**config.mk**
```make
export PLATFORM = sky130hd
export DESIGN_NAME = fifo_decim_read_master
export DESIGN_NICKNAME = d
export VERILOG_FILES = /design/src/rtl/fifo_decim_read_master.sv
export SDC_FILE = /design/constraint.sdc
export NUM_CORES = 1
export LEC_CHECK = 0
export CAP_MARGIN = 20
export CORE_UTILIZATION = 54
export CTS_CLUSTER_SIZE = 25
export DETAILED_ROUTE_END_ITERATION = 6
export GPL_TIMING_DRIVEN = 1
export PLACE_DENSITY = 0.79
export SKIP_CTS_REPAIR_TIMING = 1
export SLEW_MARGIN = 20
export SYNTH_ARGS = -nofsm -noshare
export SYNTH_HDL_FRONTEND = slang
export SYNTH_SLANG_ARGS = --single-unit
```
**constraint.sdc**
```tcl
create_clock -name rdclock -period 2.6 [get_ports rdclock]
set_clock_uncertainty 0.2 [all_clocks]
set_input_delay 0.65 -clock rdclock [delete_from_list [all_inputs] [get_ports rdclock]]
set_output_delay 0.65 -clock rdclock [all_outputs]
set_load 0.02 [all_outputs]
```
**src/rtl/fifo_decim_read_master.sv**
```systemverilog
// fifo_decim_read_master: Avalon-MM FIFO read master that keeps 1 word in DECIM and streams it on Avalon-ST.
// Optional FIFO_DECIM_AVG_EN: push the signed group average instead of the phase-0 word. Rev 1.0
`default_nettype none

module fifo_decim_read_master #(
  parameter int DATA_W       = 32,
  parameter int DECIM        = 4,
  parameter int READ_LATENCY = 1,
  parameter int OUT_DEPTH    = 4
) (
  input  logic              rdclock,
  input  logic              rdreset_n,
  input  logic              enable,
  output logic              avm_read,
  input  logic              avm_waitrequest,
  input  logic [DATA_W-1:0] avm_readdata,
  output logic [DATA_W-1:0] st_data,
  output logic              st_valid,
  input  logic              st_ready,
  output logic [15:0]       kept_count,
  output logic              busy
);

  localparam int PH_W = (DECIM > 1) ? $clog2(DECIM) : 1;
  localparam int SH   = $clog2(DECIM);
  localparam int AW   = $clog2(OUT_DEPTH);
  localparam int CW   = AW + 1;
  localparam logic [PH_W-1:0] PH_LAST = PH_W'(DECIM - 1);
  localparam logic [CW-1:0]   CR_FULL = CW'(OUT_DEPTH);

  typedef enum logic [0:0] {S_IDLE = 1'b0, S_REQ = 1'b1} state_t;

  state_t                  state;
  logic [PH_W-1:0]         phase;
  logic [PH_W-1:0]         phase_nxt;
  logic [CW-1:0]           credit;
  logic [CW-1:0]           credit_nxt;
  logic                    accept;
  logic                    kept_acc;
  logic                    pop;
  logic                    push;
  logic                    go_on;
  logic [DATA_W-1:0]       push_data;
  logic [READ_LATENCY-1:0] pipe_v;
  logic [DATA_W-1:0]       mem [OUT_DEPTH];
  logic [AW-1:0]           wr_ptr;
  logic [AW-1:0]           rd_ptr;
  logic [CW-1:0]           count;

  assign accept    = avm_read & ~avm_waitrequest;
  assign kept_acc  = accept & (phase == '0);
  assign st_valid  = (count != '0);
  assign st_data   = mem[rd_ptr];
  assign pop       = st_valid & st_ready;
  assign phase_nxt = !accept ? phase : ((phase == PH_LAST) ? '0 : phase + PH_W'(1));

  always_comb begin
    credit_nxt = credit;
    if (kept_acc && !pop)
      credit_nxt = credit - CW'(1);
    else if (!kept_acc && pop)
      credit_nxt = credit + CW'(1);
  end

  // A group already started must finish even with zero credit, since only phase-0 reads consume one.
  assign go_on = enable & ((phase_nxt != '0) | (credit_nxt != '0));

  always_ff @(posedge rdclock) begin
    if (!rdreset_n) begin
      state    <= S_IDLE;
      avm_read <= 1'b0;
    end else begin
      case (state)
        S_IDLE: begin
          if (enable && ((phase != '0) || (credit != '0))) begin
            state    <= S_REQ;
            avm_read <= 1'b1;
          end
        end
        S_REQ: begin
          if (accept && !go_on) begin
            state    <= S_IDLE;
            avm_read <= 1'b0;
          end
        end
        default: begin
          state    <= S_IDLE;
          avm_read <= 1'b0;
        end
      endcase
    end
  end

  always_ff @(posedge rdclock) begin
    if (!rdreset_n) begin
      phase  <= '0;
      credit <= CR_FULL;
    end else begin
      phase  <= phase_nxt;
      credit <= credit_nxt;
    end
  end

`ifdef FIFO_DECIM_AVG_EN
  localparam int AC_W = DATA_W + SH;

  logic [READ_LATENCY-1:0] pipe_last;
  logic signed [AC_W-1:0]  acc;
  logic signed [AC_W-1:0]  acc_sum;
  logic signed [AC_W-1:0]  acc_shr;

  assign acc_sum   = acc + AC_W'($signed(avm_readdata));
  assign acc_shr   = acc_sum >>> SH;
  assign push      = pipe_v[READ_LATENCY-1] & pipe_last[READ_LATENCY-1];
  assign push_data = acc_shr[DATA_W-1:0];

  always_ff @(posedge rdclock) begin
    if (!rdreset_n) begin
      pipe_v    <= '0;
      pipe_last <= '0;
      acc       <= '0;
    end else begin
      pipe_v[0]    <= accept;
      pipe_last[0] <= accept & (phase == PH_LAST);
      for (int i = 1; i < READ_LATENCY; i++) begin
        pipe_v[i]    <= pipe_v[i-1];
        pipe_last[i] <= pipe_last[i-1];
      end
      if (pipe_v[READ_LATENCY-1])
        acc <= pipe_last[READ_LATENCY-1] ? '0 : acc_sum;
    end
  end
`else
  assign push      = pipe_v[READ_LATENCY-1];
  assign push_data = avm_readdata;

  always_ff @(posedge rdclock) begin
    if (!rdreset_n) begin
      pipe_v <= '0;
    end else begin
      pipe_v[0] <= kept_acc;
      for (int i = 1; i < READ_LATENCY; i++)
        pipe_v[i] <= pipe_v[i-1];
    end
  end
`endif

  // Credits guarantee a free entry for every push, so no full check here.
  always_ff @(posedge rdclock) begin
    if (push)
      mem[wr_ptr] <= push_data;
  end

  always_ff @(posedge rdclock) begin
    if (!rdreset_n) begin
      wr_ptr     <= '0;
      rd_ptr     <= '0;
      count      <= '0;
      kept_count <= '0;
    end else begin
      if (push) begin
        wr_ptr     <= wr_ptr + AW'(1);
        kept_count <= kept_count + 16'd1;
      end
      if (pop)
        rd_ptr <= rd_ptr + AW'(1);
      count <= count + CW'(push) - CW'(pop);
    end
  end

  assign busy = avm_read | (|pipe_v) | st_valid;

endmodule

`default_nettype wire

```
# Word level (Yosys, flattened, before mapping)
# Memories as Yosys holds them, arrays and structs flattened. A register that Yosys moved wholly into a read port is not among the register bits.
# Index checks and enable logic that the tools add are counted.
# word_totals
reg_bits,31
ramBits,128
inputBits,37
output_inout_bits,51
mem_count,1
# op_classes
add_sub_neg,8
eq_ne,3
muxes,14
n_bitwise,9
reduce_logical,15
# mem_list
name,words,word_bits,rd,rd_clocked_by_memory_dff,wr,line_no,text
mem,4,32,1,1,1,45,logic [DATA_W-1:0] mem [OUT_DEPTH];
# ops
operator,n
$add 16x1->16 const B,1
$reduce_bool 3->1,3
$mux 2,4
$add 2x1->2 const B,3
$mux 1,6
$mux 3,2
$and 1x1->1,4
$logic_and 1x1->1,4
$pmux 1 s2,2
$reduce_bool 2->1,2
$add 3x1->3,1
$add 3x1->3 const B,1
$logic_not 1->1,3
$or 1x1->1,3
$sub 3x1->3,1
$sub 3x1->3 const B,1
$eq 2x2->1 const B,1
$logic_not 2->1,1
$ne 2x1->1 const B,1
$ne 2x2->1 const B,1
$not 1->1,2
$reduce_and 2->1,1
$logic_or 1x1->1,1

# Longest topological paths before layout
# Gate-level depths: netlist of the first run.
# depth
word_depth,14
depth_mapped,9
mapped_depth_nobuf,9

# Worst setup path before layout of the first run
# Ideal clock, no wire load.
# synth_path
path_kind,in2reg
startpoint,input port st_ready
endpoint,register count[2]
setup_time_ns,0.115
arrival_time_ns,2.058
required_ns,2.285
slack_ns,0.228
cell_stages,9
path_buffers,0
cell_sequence,o31ai_4 -> inv_2 -> ha_1 -> inv_1 -> ha_1 -> fa_1 -> xnor2_1 -> xnor2_1 -> and2_1
# synth_between
elab_chain_cells,2
# synth_rtl
item,line_no,text
start: declaration,19,"input logic st_ready,"
$and 1x1->1,54,assign pop = st_valid & st_ready;
named net pop,40,logic pop;
$sub 3x1->3,167,count <= count + CW'(push) - CW'(pop);
end signal: assignment,167,
end: declaration,48,logic [CW-1:0] count;
# The timed path passes the listed nets, and every way through them passes these cells.
# A chain may end at the register's enable or synchronous reset.

==> summary.txt, run 1 <==
Setup path
  – Worst Setup End Kind: primary output
  – CP Data Required Time: between 1.5 and 2 ns
  – Kind of cell adding the most delay to the critical path: multiplexers
  – Biggest fanout along the worst timing path: 9
  – Critical path, cell by cell: buf_12 > mux4_2 > clkbuf_2
  – RR Endpoint: count[2]$_SDFF_PN0_
  – Origin of the critical flop-to-flop path: count[1]$_SDFF_PN0_
  – Largest incremental delay on the critical path: ~0.53 ns
  – R2R depth: 10
  – Category of the critical setup timing path: flop to primary output
  – Slowest cell on the critical path: mux4_2
  – Setup slack of the worst register-to-register path: ~0.27 ns
  – Startpoint class of the critical path: flop
  – Combined buffer and inverter count along the critical path: 2
  – Data arrival, critical path: 1.72 ns
  – End of the critical path: st_data[18]
  – Stages on the worst setup path: 3

Detailed routing
  – Metal3 WL: between 700 and 800 um
  – Violation count after the first detailed-routing iteration: 187
  – Met1 wire length: 4815 um
  – Top metal layer carrying routed signals: met4
  – Avg Vias per Cell: about 5.4
  – Vias: about 3300
  – First-pass iteration count of the detailed router: 4
  – DRC: 0
  – Number of antenna-violating nets in the routed design: 0
  – Routed length per instance: 18.87 um
  – Aggregate routed wire length: 11510 um
  – Total length of routed met2 wires: 5807 um

Finish
  – Ant. Diodes: 0
  – Final instance count without filler cells: 610
  – Layout cell share with drive strength beyond 1: 26.38%
  – Area overhead of the layout relative to synthesis: 27.53%
  – Fin nets: 507
  – Filler cell count: 711

Global route
  – Vias in the first global route: 3486
  – First-pass GRT wire length: 17420 um
  – Number of antenna violations at the first check in global routing: 0
  – Largest net degree at the start of global routing: 33
  – Total global routing overflow: 0
  – Total routing usage reported by global routing: just over 20%

Yosys
  – Share of the synthesized area in the top cell type: 61.43%
  – Post-synth EDFFs: around 130
  – Synth Instances: 343
  – Most used standard cell by instance count after synthesis: edfxtp_1
  – Post-synthesis register bit count: 161
  – Most area-consuming cells after synthesis: edfxtp_1 61%, mux4_2 12%, dfxtp_1 11%
  – Share of the yosys chip area belonging to registers: between 70% and 80%
  – Post-synthesis async set-or-reset flop share: 0%
  – Mean instance size in the synthesized netlist: 18.24 sq um
  – Total nets after synthesis: 393
  – Top_reg_cell synth: edfxtp_1
  – Top cell types by occurrence after synthesis: 128 x edfxtp_1, 33 x dfxtp_1, 32 x mux4_2, 24 x and2_1, 18 x nand2_1
  – Count of synthesis-stage warnings from yosys: 0
  – Cell variety after synth: 40
  – Post-synth design cell area: 6257 sq um
  – Library cell with the largest summed area after synthesis: edfxtp_1

Power
  – Maximum VDD drop: 0.5454 mV
  – Clock group share of total power: 35.7%
  – Design internal power: 5.314 mW
  – Switching power of the nets: 1.784 mW
  – Pwr per Cell Area: 889.4 nW/um^2
  – Combinational fraction of design power: 22.8%
  – Sequential share of power: 41.5%
  – Sw Ratio: 25.13%
  – Leakage component of the power: around 2.8 nW

Floorplanning
  – Vertical die dimension: about 110 um
  – Initial cell density of the core: 56.48%
  – Area enclosed by the die boundary: 12020 sq um
  – Number of top-level pins: 88
  – Die X-Extent: between 100 and 150 um
  – Core footprint: between 10000 and 15000 sq um
  – Rows: 38

CTS
  – Later-pin clock latency in the skew report: just over 0.4 ns
  – Cell chosen for the clock root: clkbuf_16
  – Clock transition time at the flip-flop clock pins of the worst setup and hold paths: 0.06 ns
  – Clock tree from TritonCTS: done
  – CTS H-Tree Depth: 4
  – Maximum number of buffers from clock root to sink: 2
  – Number of sinks handled by clock tree synthesis: between 150 and 200
  – TritonCTS Buffers: 17

Timing
  – Final hold vios: 0
  – Total setup violations reported at the end of the flow: 0
  – Final Cycle Share: 99.04%
  – Transition time at the pin with the least slew margin: 0.4768 ns
  – Final worst setup slack: around 0.025 ns
  – Hold Worst Slack: 0.2858 ns
  – Top achievable clock speed: 388.4 MHz
  – Final max-slew violation count: 0
  – Post-route minimum period: 2.575 ns
  – Worst slew slack as a fraction of its limit: 68.21%

Placement
  – DPL Wire Length: 6936 um
  – Count of port buffers added during placement: 87
  – DP Worst Slack: -0.2472 ns
  – Placed Cells incl. Taps: 576
  – Final Wtd Congestion: 0.8114

Worst hold path
  – Classification of the worst-slack hold path: flop to flop
  – Start point of the worst hold path: state$_SDFF_PN0_

Outcome
  – Result of the run: completed

Flow run
  – Max-cap violation count: 0
-- final cells by class --
cell class	count	area [sq um]	area share, %
Clock buffer	26	500.5	6.272
Clock inverter	6	105.1	1.317
Inverter	12	45.04	0.5644
Multi-Input combinational cell	159	1672	20.95
Sequential cell	161	4509	56.51
Tap cell	140	175.2	2.195
Timing Repair Buffer	106	973.4	12.20
-- routing by layer --
| layer | vias to the layer above | GRT usage [%] |
|---|---|---|
| li1 | 1546 | - |
| met1 | 1655 | 24.54 |
| met2 | 102 | 34.23 |
| met3 | 13 | 6.995 |
| met4 | 0 | 7.429 |
| met5 | - | 0 |
-- logic make-up (layout without fill, tap and decap cells) --
family	Yosys count	count (layout)	share of synthesized area, %
AND/OR/NAND/NOR	73	73	6.779
AO/OA/AOI/OAI	19	19	2.419
flip-flops	161	161	71.99
multiplexers	35	35	12.00
buffers and inverters	23	150	1.440
adder cells (fa/ha/maj)	13	13	2.719
XOR/XNOR	19	19	2.659
-- how the worst min path moves through the flow --
stage | cells past startpoint | end | slack [ns]
5_1_grt | 2 | phase[1]$_SDFF_PN0_ | 0.33
4_1_cts | 1 | avm_read$_SDFFE_PN0P_ | 0.29
3_5_place_dp | 1 | avm_read$_SDFFE_PN0P_ | 0.28
6_report | 1 | avm_read$_SDFFE_PN0P_ | 0.29
2_1_floorplan | 1 | avm_read$_SDFFE_PN0P_ | 0.25
3_3_place_gp | 1 | avm_read$_SDFFE_PN0P_ | 0.26
-- flip-flops by register name, summed over array words and instances (netlist names), named ones only --
signal and count:
mem 128, kept_count 16, count 3, credit 3, phase 2, rd_ptr 2
wr_ptr 2, avm_read 1, pipe_v 1, state 1
-- layout by cell type, fill, tap and decap left out, types with 2 or more instances in the layout --
cell type	synthesis	final
and3_1	7	7
ha_1	12	12
bufinv_16	0	3
dfxtp_1	33	31
xnor2_1	16	16
nand2_1	18	18
xor2_1	3	3
clkbuf_2	0	26
nor2_1	5	5
and2_1	24	20
clkinv_2	0	3
or3_1	5	5
buf_12	0	6
clkbuf_1	7	6
nand4_1	3	3
mux2i_1	3	3
inv_1	11	11
clkdlybuf4s50_1	0	54
buf_6	0	2
clkbuf_16	0	20
nor2b_1	2	2
clkbuf_8	0	2
mux4_2	32	32
buf_2	3	4
o21ai_0	4	4
a21boi_1	2	2
buf_4	0	12
and2_2	0	4
o211ai_1	3	3
edfxtp_1	128	128
a21boi_0	3	3
-- metrics by stage --
step / power [mW] / TNS [ns] / utilization (%) / area (sq um)
2_1_floorplan: 4.002 / 0 / - / 6257
3_3_place_gp: 4.646 / -0.1995 / 67.42 / 7468
3_5_place_dp: 4.680 / -0.3743 / 67.42 / 7468
4_1_cts: 7.209 / -11.20 / 72.88 / 8074
5_1_grt: 7.390 / -0.1117 / 72.04 / 7980
6_report: 7.098 / 0 / 72.04 / 7980
-- worst register-to-register path: cells and delay by family, from the launching register on --
kind            cells  cell delay [ns]
xor+xnor            2             0.26
buf+inv             3             0.24
fa+ha+maj           3             0.82
compound gates      1             0.25
simple gates        1             0.15
flops               1             0.31
-- power groups by stage --
stage / registers (mW) / clock network (mW) / logic [mW]
floorplan: 2.98 / 0 / 1.03
global placement: 2.97 / 0 / 1.67
detailed placement: 2.98 / 0 / 1.70
CTS: 2.93 / 2.57 / 1.71
global route: 2.96 / 2.67 / 1.76
finish: 2.95 / 2.53 / 1.62
(Power assumes the default switching activity.)
==> run 2: changes to the inputs <==
--- a/config.mk
+++ b/config.mk
@@ -10,7 +10,7 @@
 export CTS_CLUSTER_SIZE = 25
 export DETAILED_ROUTE_END_ITERATION = 6
 export GPL_TIMING_DRIVEN = 1
-export PLACE_DENSITY = 0.79
+export PLACE_DENSITY = 0.77
 export SKIP_CTS_REPAIR_TIMING = 1
 export SLEW_MARGIN = 20
 export SYNTH_ARGS = -nofsm -noshare
==> run 2 against run 1 <==
  * Non-clock buffer count down 3
  * First-iteration DRC count unchanged
  * Maximum frequency up 0.14%
  * Register-to-register slack about the same
  * Critical path depth unchanged
  * Critical path type unchanged
  * Critical endpoint is now busy
  * Largest cell class unchanged
==> summary.txt, run 2 (same netlist as run 1, synthesis figures left out) <==
Timing
  – Final hold vios: 0 (unchanged)
  – Total setup violations reported at the end of the flow: 0 (unchanged)
  – Final worst setup slack: 0.02867 ns (+0.003597 ns)
  – Worst slew slack as a fraction of its limit: 40.89% (-27 points)
  – Unrepaired setup endpoints after global routing: true
  – Transition time at the pin with the least slew margin: 0.8866 ns (+0.4098 ns)
  – Post-route minimum period: 2.571 ns (-0.003597 ns)
  – Final max-slew violation count: 0 (unchanged)
  – Final Cycle Share: 98.90% (-0.14 points)
  – Total negative setup slack: 0 ns (unchanged)
  – Hold Worst Slack: 0.2929 ns (+0.007100 ns)
  – Top achievable clock speed: 388.9 MHz (+0.14%)

Placement
  – Placed Cells incl. Taps: 573 (-0.52%)
  – DPL Wire Length: 6891 um (-0.65%)
  – Total placed instance area: 7421 sq um (-0.64%)
  – Count of port buffers added during placement: 87 (unchanged)
  – DP Worst Slack: -0.2356 ns (+0.01161 ns)
  – Final Wtd Congestion: 0.7329 (-9.7%)

Finish
  – Final instance count without filler cells: 607 (-0.49%)
  – Layout cell share with drive strength beyond 1: 26.12% (-0.26 points)
  – Ant. Diodes: 0 (unchanged)
  – Fin nets: 504 (-0.59%)
  – Area overhead of the layout relative to synthesis: 26.87%
  – Filler cell count: 724 (+1.8%)
  – Most frequent standard cell in the layout excluding fill and tap cells: edfxtp_1
  – Top Registers: mem (128), kept_count (16)
  – Number of flip-flops under the largest register name: 128 (unchanged)
  – Register containing the most flip-flops in the final layout: mem
  – Fin area: 7939 sq um (-0.52%)
  – Top library cells by usage in the layout, fill and taps aside: 128 x edfxtp_1, 53 x clkdlybuf4s50_1, 32 x mux4_2

Power
  – Combinational fraction of design power: 22.7% (about the same)
  – Design internal power: 5.284 mW (-0.57%)
  – Sw Ratio: 25.56% (+0.42 points)
  – Sequential share of power: 41.5% (about the same)
  – Pwr per Cell Area: 894.0 nW/um^2 (+0.51%)
  – Clock group share of total power: 35.8% (about the same)
  – Leakage component of the power: 2.765 nW (-0.75%)
  – Maximum VDD drop: 0.6139 mV (+13%)
  – Switching power of the nets: 1.814 mW (+1.7%)

Global route
  – Number of antenna violations at the first check in global routing: 0 (unchanged)
  – Total global routing overflow: 0 (unchanged)
  – Vias in the first global route: 3502 (+0.46%)
  – Largest net degree at the start of global routing: 33 (unchanged)
  – Total routing usage reported by global routing: 20.28% (-0.13 points)
  – First-pass GRT wire length: 17670 um (+1.4%)

CTS
  – Later-pin clock latency in the skew report: 0.42 ns (about the same)
  – CTS H-Tree Depth: 4 (unchanged)
  – Clock transition time at the flip-flop clock pins of the worst setup and hold paths: 0.06 ns (about the same)
  – Clock tree from TritonCTS: done
  – Cell chosen for the clock root: clkbuf_16
  – Maximum number of buffers from clock root to sink: 2 (unchanged)
  – TritonCTS Buffers: 17 (unchanged)
  – Number of sinks handled by clock tree synthesis: 161 (unchanged)

Worst hold path
  – Hold path depth: 1 (unchanged)
  – Classification of the worst-slack hold path: flop to flop

Setup path
  – Category of the critical setup timing path: flop to primary output
  – Origin of the critical flop-to-flop path: count[0]$_SDFF_PN0_
  – Critical path, cell by cell: or3_2 > or3_1 > buf_2
  – Kind of cell adding the most delay to the critical path: simple AND/OR/NAND/NOR gates
  – First element of the critical path: count[1]$_SDFF_PN0_
  – Slowest cell on the critical path: or3_2
  – Biggest fanout along the worst timing path: 3 (-6)
  – Worst Setup End Kind: primary output
  – Combined buffer and inverter count along the critical path: 1 (-1)
  – Setup slack of the worst register-to-register path: 0.26 ns (about the same)
  – Startpoint class of the critical path: flop
  – Largest incremental delay on the critical path: 0.50 ns (-0.03 ns)
  – CP Data Required Time: 1.75 ns (about the same)
  – RR Endpoint: count[2]$_SDFF_PN0_
  – R2R depth: 10 (unchanged)
  – Data arrival, critical path: 1.72 ns (about the same)
  – End of the critical path: busy
  – Stages on the worst setup path: 3 (unchanged)

Detailed routing
  – DRC: 0 (unchanged)
  – Violation count after the first detailed-routing iteration: 187 (unchanged)
  – Vias: 3324 (+0.24%)
  – Avg Vias per Cell: 5.476 (+0.74%)
  – Routed length per instance: 18.75 um (-0.65%)
  – Number of antenna-violating nets in the routed design: 0 (unchanged)
  – Aggregate routed wire length: 11380 um (-1.1%)
  – First-pass iteration count of the detailed router: 4 (unchanged)

Floorplanning
  – Rows: 38 (unchanged)
  – Number of top-level pins: 88 (unchanged)
  – Core footprint: 11080 sq um (unchanged)
  – Initial cell density of the core: 56.48% (unchanged)
  – Die X-Extent: 109.6 um (unchanged)
  – Area enclosed by the die boundary: 12020 sq um (unchanged)
  – Vertical die dimension: 109.6 um (unchanged)

Outcome
  – Result of the run: completed

Flow run
  – Max-cap violation count: 0 (unchanged)
## run 2: changes by cell type in the layout (fill, tap and decap cells not counted), moves of 2 or more
cell / delta
buf_12: -2
clkinvlp_4: +2
clkbuf_1: -2
buf_4: -2
clkbuf_8: -2
buf_6: +2
## run 2: cell type report
type                    count  area (sq um)  share of cell area (%)
clock buffers              21         440.4                   5.548
multi-input cells         159          1668                   21.01
flip-flops and latches    161          4509                   56.80
inverters                  12         45.04                  0.5674
clock inverters            11         162.7                   2.049
repair buffers            103         938.4                   11.82
well taps                 140         175.2                   2.206
## run 2: routing by layer
metal  wire length [um]  global-route usage [%]
met5                  0                       0
met3                655                   6.995
met1               5104                   26.37
met2               5482                   32.39
met4                140                   6.190
## run 2: metrics by stage
| stage | power [mW] | utilization, % |
|---|---|---|
| 6_report | 7.097 | 71.66 |
| 5_1_grt | 7.395 | 71.66 |
| 4_1_cts | 7.190 | 72.43 |
| 3_5_place_dp | 4.672 | 66.99 |
| 3_3_place_gp | 4.642 | 66.99 |
| 2_1_floorplan | 4.002 | - |
## run 2: how the worst min path moves through the flow
stage                startpoint  slack (ns)                    end
2_1_floorplan  state$_SDFF_PN0_        0.25  avm_read$_SDFFE_PN0P_
3_3_place_gp   state$_SDFF_PN0_        0.25  avm_read$_SDFFE_PN0P_
3_5_place_dp   state$_SDFF_PN0_        0.28  avm_read$_SDFFE_PN0P_
4_1_cts        state$_SDFF_PN0_        0.29  avm_read$_SDFFE_PN0P_
5_1_grt        state$_SDFF_PN0_        0.30  avm_read$_SDFFE_PN0P_
6_report       state$_SDFF_PN0_        0.29  avm_read$_SDFFE_PN0P_
## run 2: power groups by stage
stage | Clock (mW) | Sequential [mW] | Combinational [mW]
after global placement | 0 | 2.98 | 1.66
after global routing | 2.69 | 2.96 | 1.74
final | 2.54 | 2.95 | 1.61
after detailed placement | 0 | 2.98 | 1.69
after CTS | 2.55 | 2.93 | 1.70
after floorplan | 0 | 2.98 | 1.03
